## src/rtl/serial_add_ctrl.sv

```systemverilog
// serial_add_ctrl: adds two WIDTH-bit operands bit-serially, LSB first, by
// time-sharing one external full adder through the fa_* ports.
// Optional build macro SERIAL_ADD_SUB_EN adds a 'sub' input for a-b mode.
//
// state | meaning
// ------+-----------------------------------------------------------
// IDLE  | waiting for an operand set, in_ready=1
// RUN   | one bit per clock through the external adder, busy=1
// DONE  | result held on sum/cout until out_ready, out_valid=1
module serial_add_ctrl #(
    parameter int WIDTH = 8
) (
    input  logic             clk,
    input  logic             rst_n,
    input  logic             in_valid,
    output logic             in_ready,
    input  logic [WIDTH-1:0] a,
    input  logic [WIDTH-1:0] b,
    input  logic             cin,
`ifdef SERIAL_ADD_SUB_EN
    input  logic             sub,
`endif
    output logic             fa_a,
    output logic             fa_b,
    output logic             fa_cin,
    input  logic             fa_sum,
    input  logic             fa_carry,
    output logic             out_valid,
    input  logic             out_ready,
    output logic [WIDTH-1:0] sum,
    output logic             cout,
    output logic             busy
);

    localparam int CW = $clog2(WIDTH);
    localparam logic [CW-1:0] LAST = CW'(WIDTH - 1);

    typedef enum logic [1:0] {
        IDLE = 2'd0,
        RUN  = 2'd1,
        DONE = 2'd2
    } state_t;

    state_t state;
    state_t next_state;

    logic [WIDTH-1:0] a_sh;
    logic [WIDTH-1:0] b_sh;
    logic             c_reg;
    logic [CW-1:0]    cnt;
    logic             accept;
    logic             step;
    logic             last_bit;
`ifdef SERIAL_ADD_SUB_EN
    logic             sub_reg;
`endif

    // State register
    always_ff @(posedge clk or negedge rst_n) begin
        if (!rst_n) begin
            state <= IDLE;
        end else begin
            state <= next_state;
        end
    end

    // Next-state decode and state-derived outputs, including the adder drive
    always_comb begin
        next_state = state;
        in_ready   = 1'b0;
        out_valid  = 1'b0;
        busy       = 1'b0;
        accept     = 1'b0;
        step       = 1'b0;
        last_bit   = 1'b0;
        fa_a       = 1'b0;
        fa_b       = 1'b0;
        fa_cin     = 1'b0;
        unique case (state)
            IDLE: begin
                in_ready = 1'b1;
                if (in_valid) begin
                    accept     = 1'b1;
                    next_state = RUN;
                end
            end
            RUN: begin
                busy     = 1'b1;
                step     = 1'b1;
                fa_a     = a_sh[0];
`ifdef SERIAL_ADD_SUB_EN
                // Subtraction is a + ~b + 1; the +1 comes from c_reg at load.
                fa_b     = b_sh[0] ^ sub_reg;
`else
                fa_b     = b_sh[0];
`endif
                fa_cin   = c_reg;
                last_bit = (cnt == LAST);
                if (last_bit) begin
                    next_state = DONE;
                end
            end
            DONE: begin
                out_valid = 1'b1;
                if (out_ready) begin
                    next_state = IDLE;
                end
            end
            default: begin
                next_state = IDLE;
            end
        endcase
    end

    // Operand shift registers, carry, bit counter and result accumulation
    always_ff @(posedge clk or negedge rst_n) begin
        if (!rst_n) begin
            a_sh    <= '0;
            b_sh    <= '0;
            c_reg   <= 1'b0;
            cnt     <= '0;
            sum     <= '0;
            cout    <= 1'b0;
`ifdef SERIAL_ADD_SUB_EN
            sub_reg <= 1'b0;
`endif
        end else if (accept) begin
            a_sh    <= a;
            b_sh    <= b;
            cnt     <= '0;
`ifdef SERIAL_ADD_SUB_EN
            sub_reg <= sub;
            c_reg   <= sub ? 1'b1 : cin;
`else
            c_reg   <= cin;
`endif
        end else if (step) begin
            sum   <= {fa_sum, sum[WIDTH-1:1]};
            a_sh  <= a_sh >> 1;
            b_sh  <= b_sh >> 1;
            c_reg <= fa_carry;
            cnt   <= cnt + CW'(1);
            if (last_bit) begin
                cout <= fa_carry;
            end
        end
    end

endmodule

```

## config.mk

```make
export PLATFORM = sky130hd
export DESIGN_NAME = serial_add_ctrl
export DESIGN_NICKNAME = d
export VERILOG_FILES = /design/src/rtl/serial_add_ctrl.sv
export SDC_FILE = /design/constraint.sdc
export NUM_CORES = 1
export LEC_CHECK = 0
export CAP_MARGIN = 20
export CORE_MARGIN = 3
export CORE_UTILIZATION = 50
export CTS_CLUSTER_SIZE = 8
export DETAILED_ROUTE_END_ITERATION = 10
export GPL_TIMING_DRIVEN = 0
export PLACE_DENSITY = 0.82
export SYNTH_ARGS = -nofsm -noshare
export SYNTH_HDL_FRONTEND = slang
export SYNTH_SLANG_ARGS = --single-unit
```

## constraint.sdc

```tcl
create_clock -name clk -period 2.67 [get_ports clk]
set_input_delay 0.801 -clock clk [delete_from_list [all_inputs] [get_ports clk]]
set_output_delay 0.801 -clock clk [all_outputs]
set_load 0.01 [all_outputs]
```

# Word-level counts from Yosys, hierarchy flattened
# Cells that the tools add are included.
# totals
regBits,31
wordCells,41
input_bits,23
out_inout_bits,15
# op_classes
n_mux,21
n_reduce_logical,5
addsub,1
bitwise,1
eq_ne,6
# ops
cell,n
8-bit 2-to-1 mux,4
1-bit 2-to-1 mux,11
2-bit 2-to-1 mux,3
3-bit 2-to-1 mux,2
2-bit != test (second input constant),3
2-bit case mux with 3 select lines,1
3-bit AND reduction,2
3-bit by 1-bit adder with 3-bit output (second input constant),1
3-bit equality test (second input constant),1
2-bit by 1-bit equality test with 1-bit output (second input constant),1
2-bit equality test (second input constant),1
2-bit logical NOT,1
2-bit AND reduction,1
2-bit nonzero test,1
1-bit inverter,1

# Logic depth before layout (Yosys ltp)
# Gate-level depths: netlist of run 1.
# depth
depth_word,4
mapped_depth,6
mapped_depth_nobuf,4

# Least setup slack after synthesis of run 1
# Ideal clock, no wire load.
# synth_path
kind,register -> output
start,register state[1]
end,output port fa_a
path_stages_with_launch,5
t_required_ns,1.869
setup_slack_ns,0.924
arrival_ns,0.945
n_path_buf,1
cell_sequence,dfrtp_1 -> nand2b_1 -> buf_6 -> inv_8 -> and2_1
# synth_via
elab_chain_len,2
# synth_lines
element,line_no,text
start: declaration,44,state_t state;
start signal: assignment,63,state <= next_state;
2-bit by 1-bit equality test with 1-bit output,79,unique case (state)
1-bit 2-to-1 mux,79,
end: declaration,23,"output logic fa_a,"
# No other way between the ends.

# Final worst setup path of run 1
# layout_path
start,register state[1]
end,output port out_valid
# layout_via
elab_chain_len,2
# layout_lines
element,line_no,text
2-bit equality test,79,
1-bit 2-to-1 mux,79,
end: declaration,28,"output logic out_valid,"
# No other way between the ends.

==> impl_metrics.env, run 1 <==
export IMPL_outcome="completed"
export IMPL_synth_seq_cells=31
export IMPL_critPathSlowestCell="clkdlybuf4s50_1"
export IMPL_antenna_found_initial=0
export IMPL_row_count=18
export IMPL_grt_pass1_vias=1239
export IMPL_clock_sinks=31
export IMPL_holdPathStages=2
export IMPL_fin_skew_ns=0.00703
export IMPL_dr_pass1_iters=4
export IMPL_clockBufferDepth=2
export IMPL_largestRegisters="a_sh: 8 flops, b_sh: 8 flops, sum: 8 flops"
export IMPL_ys_seq_area_share_pct=55.9
export IMPL_synth_cells=133
export IMPL_drt_vias_per_instance=5.55
export IMPL_finalSetupViolCount=0
export IMPL_clk_pin_slew_ns=0.10
export IMPL_cp_top_family="buffers and inverters"
export IMPL_max_freq_mhz=387
export IMPL_synth_area_leader_cell="dfrtp_1"
export IMPL_r2r_setup_slack_ns=1.30
export IMPL_crit_arrival_ns=1.78
export IMPL_tns_ns=0
export IMPL_final_nets=206
export IMPL_ys_top_cells_by_area="dfrtp_1, o22ai_1, nand2_1"
export IMPL_die_h_um=58.7
export IMPL_clk_latency_ns=0.33
export IMPL_min_to="sum[0]"
export IMPL_antenna_left=0
export IMPL_hp_class="flip-flop to flip-flop"
export IMPL_syn_num_nets=158
export IMPL_dp_slack_ns=0.330
export IMPL_fillerInstances=190
export IMPL_netlist_area_um2=1390
export IMPL_critPathMaxFanout=10
export IMPL_die_area_um2=3440
export IMPL_wire_per_inst_um=15.1
export IMPL_grt_overflow_total=0
export IMPL_worst_path_largest_cell_delay_ns=0.47
export IMPL_antenna_cells=0
export IMPL_relSlewSlack_pct=51.4
export IMPL_cts_tree="built"
export IMPL_cts_max_level=2
export IMPL_cp_required_ns=1.87
export IMPL_r2r_end="b_sh[2]"
export IMPL_layout_common_cells="clkdlybuf4s50_1, dfrtp_1, nand2_1, o22ai_1, a21oi_1"
export IMPL_synth_cell_type_count=25
export IMPL_grt_max_degree=19
export IMPL_area_growth_pct=38.8
export IMPL_drt_iter0_drc=54
export IMPL_min_delay_start="sum[0]"
export IMPL_synthFlopType="dfrtp_1"
export IMPL_cp_cell_sequence="buf_4 -> inv_2 -> buf_2 -> nor2_1 -> clkdlybuf4s50_1"
export IMPL_finalWeightedCongestion=0.764
export IMPL_ios=38
export IMPL_synth_async_reset_ratio_pct=100
export IMPL_hold_violations=0
export IMPL_ys_warn_count=0
export IMPL_cts_made_buffers=5
export IMPL_reg2regPathDepth=4
export IMPL_startpoint_type="flip-flop"
export IMPL_synth_edff_count=0
export IMPL_layout_commonest_cell="clkdlybuf4s50_1"
export IMPL_ir_worst_vdd_mv=0.787
export IMPL_initial_core_util_pct=54.0
export IMPL_port_buffers=37
export IMPL_period_share_pct=96.7
export IMPL_drc_errors=0
export IMPL_synth_top_area_share_pct=55.9
export IMPL_cts_root_buffer="clkbuf_4"
export IMPL_period_needed_ns=2.58
export IMPL_coreArea_um2=2570
export IMPL_endpoint_kind="primary output"
export IMPL_routed_wl_mm=3.21
export IMPL_grt_setup_unrepaired="false"
export IMPL_dp_hpwl_mm=2.27
export IMPL_crit_type="flip-flop to primary output"
export IMPL_drive_gt1_share_pct=14.3
export IMPL_critPathBufInv=4
export IMPL_die_w_um=58.7
export IMPL_worstReg2RegStart="state[1]"
export IMPL_powerDensity_nw_per_um2=1150
export IMPL_via_count=1177
export IMPL_fin_ws_ns=0.0875
export IMPL_max_cap_viol_count=0
export IMPL_grt_first_pass_wirelength_mm=5.33
export IMPL_power_leakage_nw=0.897
export IMPL_grt_usage_pct=20.6
export IMPL_synth_area_per_cell_um2=10.4
export IMPL_ctsHoldBuffers=0
export IMPL_slew_viol_final=0
export IMPL_tightest_slew_ns=0.726
==> power by group <==
part / switching (W) / internal (W) / total, W
registers: 0.000140 / 0.000687 / 0.000827
clock network: 0.000155 / 0.000155 / 0.000309
logic: 0.000512 / 0.000563 / 0.00108
total: 0.000807 / 0.00141 / 0.00221
==> metal layers <==
| metal | track usage, % | wire length [um] | up-vias |
|---|---|---|---|
| met2 | 33.3 | 1600 | 31 |
| met3 | 6.80 | 221 | 6 |
| met1 | 25.2 | 1350 | 571 |
| met5 | 0 | 0 | - |
| li1 | - | - | 569 |
| met4 | 8.74 | 35 | 0 |
==> logic make-up (layout without fill, tap and decap cells) <==
logic type,Yosys count,count (layout),share of synthesized area (%)
AOI/OAI and AO/OA,46,46,21.8
and+or+nand+nor,38,38,12.5
DFF,31,31,55.9
buffers and inverters,15,64,6.85
adders and majority gates,2,2,1.80
muxes,1,1,1.08
==> cells in the mapped netlist (2+ instances only) <==
cell,instances
dfrtp_1,31
nand2_1,24
o22ai_1,22
a21oi_1,10
a2bb2oi_1,6
buf_2,4
inv_1,4
nand2b_1,4
nor2_1,4
and2_1,3
buf_6,3
a22o_1,2
ha_1,2
o21ai_0,2
o31ai_1,2
==> worst max-delay path by stage <==
stage | slack, ns | depth (start not counted) | start | end
2_1_floorplan | 0.92 | 4 | state[1] | fa_a
3_5_place_dp | 0.33 | 5 | state[1] | busy
3_3_place_gp | 0.29 | 1 | rst_n | sum[5]
4_1_cts | 0.07 | 5 | state[1] | busy
5_1_grt | 0.003 | 5 | state[1] | out_valid
6_report | 0.09 | 5 | state[1] | out_valid
==> metrics by stage <==
step / area (um^2) / instances / utilization (%) / hold WS, ns / total power, W
global route: 1930 / 212 / 75.0 / 0.525 / 0.00238
detailed placement: 1820 / 201 / 71.0 / 0.470 / 0.00191
finish: 1930 / 212 / 75.0 / 0.489 / 0.00221
global placement: 1800 / 200 / 69.9 / 0.459 / 0.00186
floorplan: 1390 / 133 / - / 0.446 / 0.00148
CTS: 1920 / 212 / 74.6 / 0.492 / 0.00223
==> what timing repair did <==
| action | 4_1_cts | 5_1_grt |
|---|---|---|
| buffers inserted | 3 | 0 |
| endpoints found under the setup margin | 4 | 4 |
| resized for setup | 1 | 4 |
==> cell type report <==
cell class | instances | area [um^2] | share of cell area [%]
Sequential cell | 31 | 777 | 40.4
Multi-Input combinational cell | 87 | 517 | 26.8
Timing Repair Buffer | 41 | 430 | 22.4
Clock buffer | 8 | 68.8 | 3.57
Buffer | 9 | 65.1 | 3.38
Tap cell | 30 | 37.5 | 1.95
Inverter | 6 | 30.0 | 1.56
==> worst min-delay path, stage by stage (launching register included) <==
cell and delay [ns]:
dfrtp_1 0.36, nand2_1 0.05, nand2_1 0.05
(Power assumes the default switching activity.)
==> run 2: changes to the inputs <==
- SLEW_MARGIN: not set -> 20
==> impl_metrics.env, run 2 (synthesis results as in run 1) <==
export IMPL_antenna_left=0
export IMPL_max_freq_mhz=384
export IMPL_r2r_setup_slack_ns=1.30
export IMPL_cts_root_buffer="clkbuf_4"
export IMPL_cts_made_buffers=5
export IMPL_grt_first_pass_wirelength_mm=5.41
export IMPL_drc_errors=0
export IMPL_critPathMaxFanout=10
export IMPL_worstReg2RegStart="state[1]"
export IMPL_place_area_um2=1790
export IMPL_grt_max_degree=32
export IMPL_finalPower_w=0.00221
export IMPL_outcome="completed"
export IMPL_cts_tree="built"
export IMPL_die_area_um2=3440
export IMPL_multi_input_area_um2=517
export IMPL_cp_required_ns=1.87
export IMPL_drive_gt1_share_pct=14.4
export IMPL_hp_class="input pin to async pin"
export IMPL_worst_path_largest_cell_delay_ns=0.47
export IMPL_crit_arrival_ns=1.80
export IMPL_port_buffers=37
export IMPL_ctsHoldBuffers=0
export IMPL_crit_type="flip-flop to primary output"
export IMPL_final_nets=205
export IMPL_dp_hpwl_mm=2.22
export IMPL_cp_top_family="buffers and inverters"
export IMPL_fin_skew_ns=0.00755
export IMPL_relSlewSlack_pct=54.9
export IMPL_die_h_um=58.7
export IMPL_largestRegisters="a_sh: 8 flops, b_sh: 8 flops, sum: 8 flops"
export IMPL_tightest_slew_ns=0.676
export IMPL_drt_vias_per_instance=5.57
export IMPL_period_share_pct=97.5
export IMPL_endpoint_kind="primary output"
export IMPL_critPathBufInv=4
export IMPL_finalSetupViolCount=0
export IMPL_antenna_found_initial=0
export IMPL_grt_setup_unrepaired="false"
export IMPL_coreArea_um2=2570
export IMPL_stdcell_area_um2=1890
export IMPL_max_cap_viol_count=0
export IMPL_dr_pass1_iters=4
export IMPL_clockBufferDepth=2
export IMPL_finalWeightedCongestion=0.764
export IMPL_fillerInstances=193
export IMPL_clk_latency_ns=0.33
export IMPL_seq_area_um2=777
export IMPL_slew_viol_final=0
export IMPL_row_count=18
export IMPL_fin_util_pct=73.7
export IMPL_initial_core_util_pct=54.0
export IMPL_layout_commonest_cell="clkdlybuf4s50_1"
export IMPL_die_w_um=58.7
export IMPL_hold_violations=0
export IMPL_ios=38
export IMPL_wire_per_inst_um=15.5
export IMPL_drt_iter0_drc=68
export IMPL_critPathSlowestCell="clkdlybuf4s50_1"
export IMPL_startpoint="state[1]"
export IMPL_layout_common_cells="clkdlybuf4s50_1, dfrtp_1, nand2_1, o22ai_1, a21oi_1"
export IMPL_cts_max_level=2
export IMPL_reg2regPathDepth=4
export IMPL_area_growth_pct=36.4
export IMPL_clk_pin_slew_ns=0.09
export IMPL_grt_pass1_vias=1205
export IMPL_ir_worst_vdd_mv=0.810
export IMPL_grt_usage_pct=21.0
export IMPL_tns_ns=0
export IMPL_cp_cell_sequence="buf_4 -> inv_2 -> buf_2 -> nor2_1 -> clkdlybuf4s50_1"
export IMPL_period_needed_ns=2.60
export IMPL_clock_sinks=31
export IMPL_r2r_end="b_sh[2]"
export IMPL_power_leakage_nw=0.884
export IMPL_routed_wl_mm=3.27
export IMPL_powerDensity_nw_per_um2=1170
export IMPL_antenna_cells=0
export IMPL_startpoint_type="flip-flop"
export IMPL_via_count=1175
export IMPL_grt_overflow_total=0
[run 2: cell types whose count changed in the layout (fill, tap and decap cells not counted)]
cell,previous run,this run
clkdlybuf4s50_1,33,32
buf_2,4,5
buf_16,1,0
[run 2: through the flow]
stage / worst slack (ns) / instances / hold slack [ns]
5_1_grt: 0.0108 / 211 / 0.523
6_report: 0.0659 / 211 / 0.485
4_1_cts: 0.0609 / 211 / 0.492
2_1_floorplan: 0.924 / 133 / 0.446
3_3_place_gp: 0.289 / 200 / 0.459
3_5_place_dp: 0.331 / 200 / 0.470
[run 2: timing repair]
item / CTS / global route
cloned: 0 / 0
pin swaps: 0 / 0
setup buffers: 3 / 0
endpoints found under the setup margin: 4 / 4
gates resized for setup: 1 / 4
[run 2: worst max path at each step]
stage / to / slack (ns) / cells after the start
5_1_grt: out_valid / 0.01 / 5
3_5_place_dp: busy / 0.33 / 5
6_report: out_valid / 0.07 / 5
4_1_cts: busy / 0.06 / 5
3_3_place_gp: sum[5] / 0.29 / 1
2_1_floorplan: fa_a / 0.92 / 4
[run 2: where the power goes]
| part | internal (W) | switching, W | leakage (nW) |
|---|---|---|---|
| Clock | 0.000155 | 0.000157 | 0.0386 |
| Combinational | 0.000558 | 0.000510 | 0.477 |
| Sequential | 0.000687 | 0.000143 | 0.369 |
| Total | 0.00140 | 0.000810 | 0.884 |
[run 2: per-layer routing]
layer	routed length (um)	part of all wire [%]	vias to the layer above	GRT usage [%]
li1	-	-	570	-
met1	1400	43	572	25.5
met2	1650	50	27	35.4
met3	187	5.7	6	6.58
met4	40	1.2	0	7.44
met5	0	0	-	0
[run 2: final cells by class]
class	count	share of cell area, %
Inverter	6	1.59
Multi-Input combinational cell	87	27.3
Sequential cell	31	41.0
Timing Repair Buffer	40	21.0
Tap cell	30	1.98
Clock buffer	8	3.64
Buffer	9	3.44
==> run 3: changes to the inputs <==
- CORE_UTILIZATION: 50 -> 42
- PLACE_DENSITY: 0.82 -> 0.73
- clock period: 2.67 -> 2.1 ns (I/O delays scaled with it)
==> impl_metrics.env, run 3 (synthesis results as in run 1) <==
export IMPL_seqPwrFrac_pct=38.9
export IMPL_slew_viol_final=0
export IMPL_die_h_um=63.5
export IMPL_final_nets=203
export IMPL_tns_ns=0
export IMPL_initial_core_util_pct=44.7
export IMPL_dr_pass1_iters=4
export IMPL_crit_arrival_ns=1.39
export IMPL_clock_sinks=31
export IMPL_area_growth_pct=33.6
export IMPL_max_cap_viol_count=0
export IMPL_row_count=20
export IMPL_powerDensity_nw_per_um2=1460
export IMPL_final_cells=222
export IMPL_layout_common_cells="dfrtp_1, clkdlybuf4s50_1, nand2_1, o22ai_1, a21oi_1"
export IMPL_clockBufferDepth=2
export IMPL_grt_overflow_total=0
export IMPL_dp_cells=214
export IMPL_power_leakage_nw=0.841
export IMPL_finalWeightedCongestion=0.773
export IMPL_antenna_found_initial=0
export IMPL_startpoint="state[1]"
export IMPL_cts_root_buffer="clkbuf_4"
export IMPL_antenna_cells=0
export IMPL_grt_first_pass_wirelength_mm=5.71
export IMPL_ir_worst_vdd_mv=0.635
export IMPL_wire_per_inst_um=14.7
export IMPL_worstReg2RegStart="state[1]"
export IMPL_dp_slack_ns=-0.0441
export IMPL_die_w_um=63.5
export IMPL_period_needed_ns=2.02
export IMPL_fin_skew_ns=0.00845
export IMPL_finalSetupViolCount=0
export IMPL_power_switching_w=0.00102
export IMPL_antenna_left=0
export IMPL_ctsHoldBuffers=0
export IMPL_grt_max_degree=32
export IMPL_crit_type="flip-flop to primary output"
export IMPL_critPathMaxFanout=10
export IMPL_power_switching_share_pct=37.7
export IMPL_startpoint_type="flip-flop"
export IMPL_p_comb_share_pct=48.0
export IMPL_relSlewSlack_pct=55.5
export IMPL_fin_ws_ns=0.0846
export IMPL_grt_setup_unrepaired="false"
export IMPL_outcome="completed"
export IMPL_hp_class="input pin to async pin"
export IMPL_p_int_w=0.00169
export IMPL_endpoint_kind="primary output"
export IMPL_routed_wl_mm=3.26
export IMPL_coreArea_um2=3100
export IMPL_dp_hpwl_mm=2.29
export IMPL_grt_pass1_vias=1263
export IMPL_tightest_slew_ns=0.667
export IMPL_cp_required_ns=1.47
export IMPL_drive_gt1_share_pct=16.3
export IMPL_grt_usage_pct=18.2
export IMPL_clk_pin_slew_ns=0.09
export IMPL_drt_iter0_drc=70
export IMPL_die_area_um2=4030
export IMPL_pwr_share_clk_pct=13.0
export IMPL_port_buffers=37
export IMPL_period_share_pct=96.0
export IMPL_ios=38
export IMPL_cts_tree="built"
export IMPL_drt_vias_per_instance=5.38
export IMPL_largestRegisters="a_sh: 8 flops, b_sh: 8 flops, sum: 8 flops"
export IMPL_via_count=1195
export IMPL_drc_errors=0
export IMPL_cts_made_buffers=5
export IMPL_cts_max_level=2
export IMPL_max_freq_mhz=496
export IMPL_hold_violations=0
export IMPL_clk_latency_ns=0.34
run 3: final cells by class:
| type | instances | area, um^2 |
|---|---|---|
| fillers | 293 | 1250 |
| flip-flops and latches | 31 | 777 |
| multi-input cells | 87 | 517 |
| repair buffers | 39 | 354 |
| plain buffers | 8 | 60.1 |
| well taps | 44 | 55.1 |
| clock buffers | 6 | 51.3 |
| inverters | 6 | 35.0 |
| clock inverters | 1 | 5.00 |
run 3: power by group through the flow:
stage	sequential [W]	clock, W	combinational, W
2_1_floorplan	0.00106	0	0.000825
3_3_place_gp	0.00105	0	0.00131
3_5_place_dp	0.00107	0	0.00136
4_1_cts	0.00106	0.000365	0.00132
5_1_grt	0.00109	0.000388	0.00145
6_report	0.00106	0.000353	0.00130
run 3: repair_timing:
item | CTS | global route
hold endpoints to repair | 0 | 0
buffers inserted | 2 | 0
gates resized for setup | 21 | 2
endpoints found under the setup margin | 6 | 1
run 3: worst max-delay path: stages (launching register included):
cell      delay [ns]
dfrtp_2         0.42
nand2b_1        0.15
buf_6           0.15
inv_8           0.07
buf_6           0.13
buf_2           0.13
run 3: worst paths after layout:
kind / to / slack (ns) / cells after the start
min in group clk: state[0] / 0.45 / 1
hold reg to reg: state[0] / 0.45 / 1
setup / recovery: busy / 0.08 / 5
hold / removal: b_sh[7] / 0.31 / 1
setup reg to reg: b_sh[2] / 0.73 / 4
max in group asynchronous: state[1] / 1.31 / 1
run 3: metrics by stage:
| step | area [um^2] | util [%] | total power (W) | hold slack (ns) |
|---|---|---|---|---|
| after global routing | 1850 | 59.8 | 0.00293 | 0.359 |
| after floorplan | 1390 | - | 0.00189 | 0.334 |
| after global placement | 1810 | 58.4 | 0.00236 | 0.460 |
| after detailed placement | 1810 | 58.3 | 0.00243 | 0.472 |
| final | 1850 | 59.8 | 0.00271 | 0.309 |
| after CTS | 1860 | 59.9 | 0.00274 | 0.335 |
run 3: per-layer routing:
metal	track usage [%]	routed length, um
met5	0	0
met4	8.09	63
met3	6.24	173
met2	29.5	1630
met1	21.7	1400
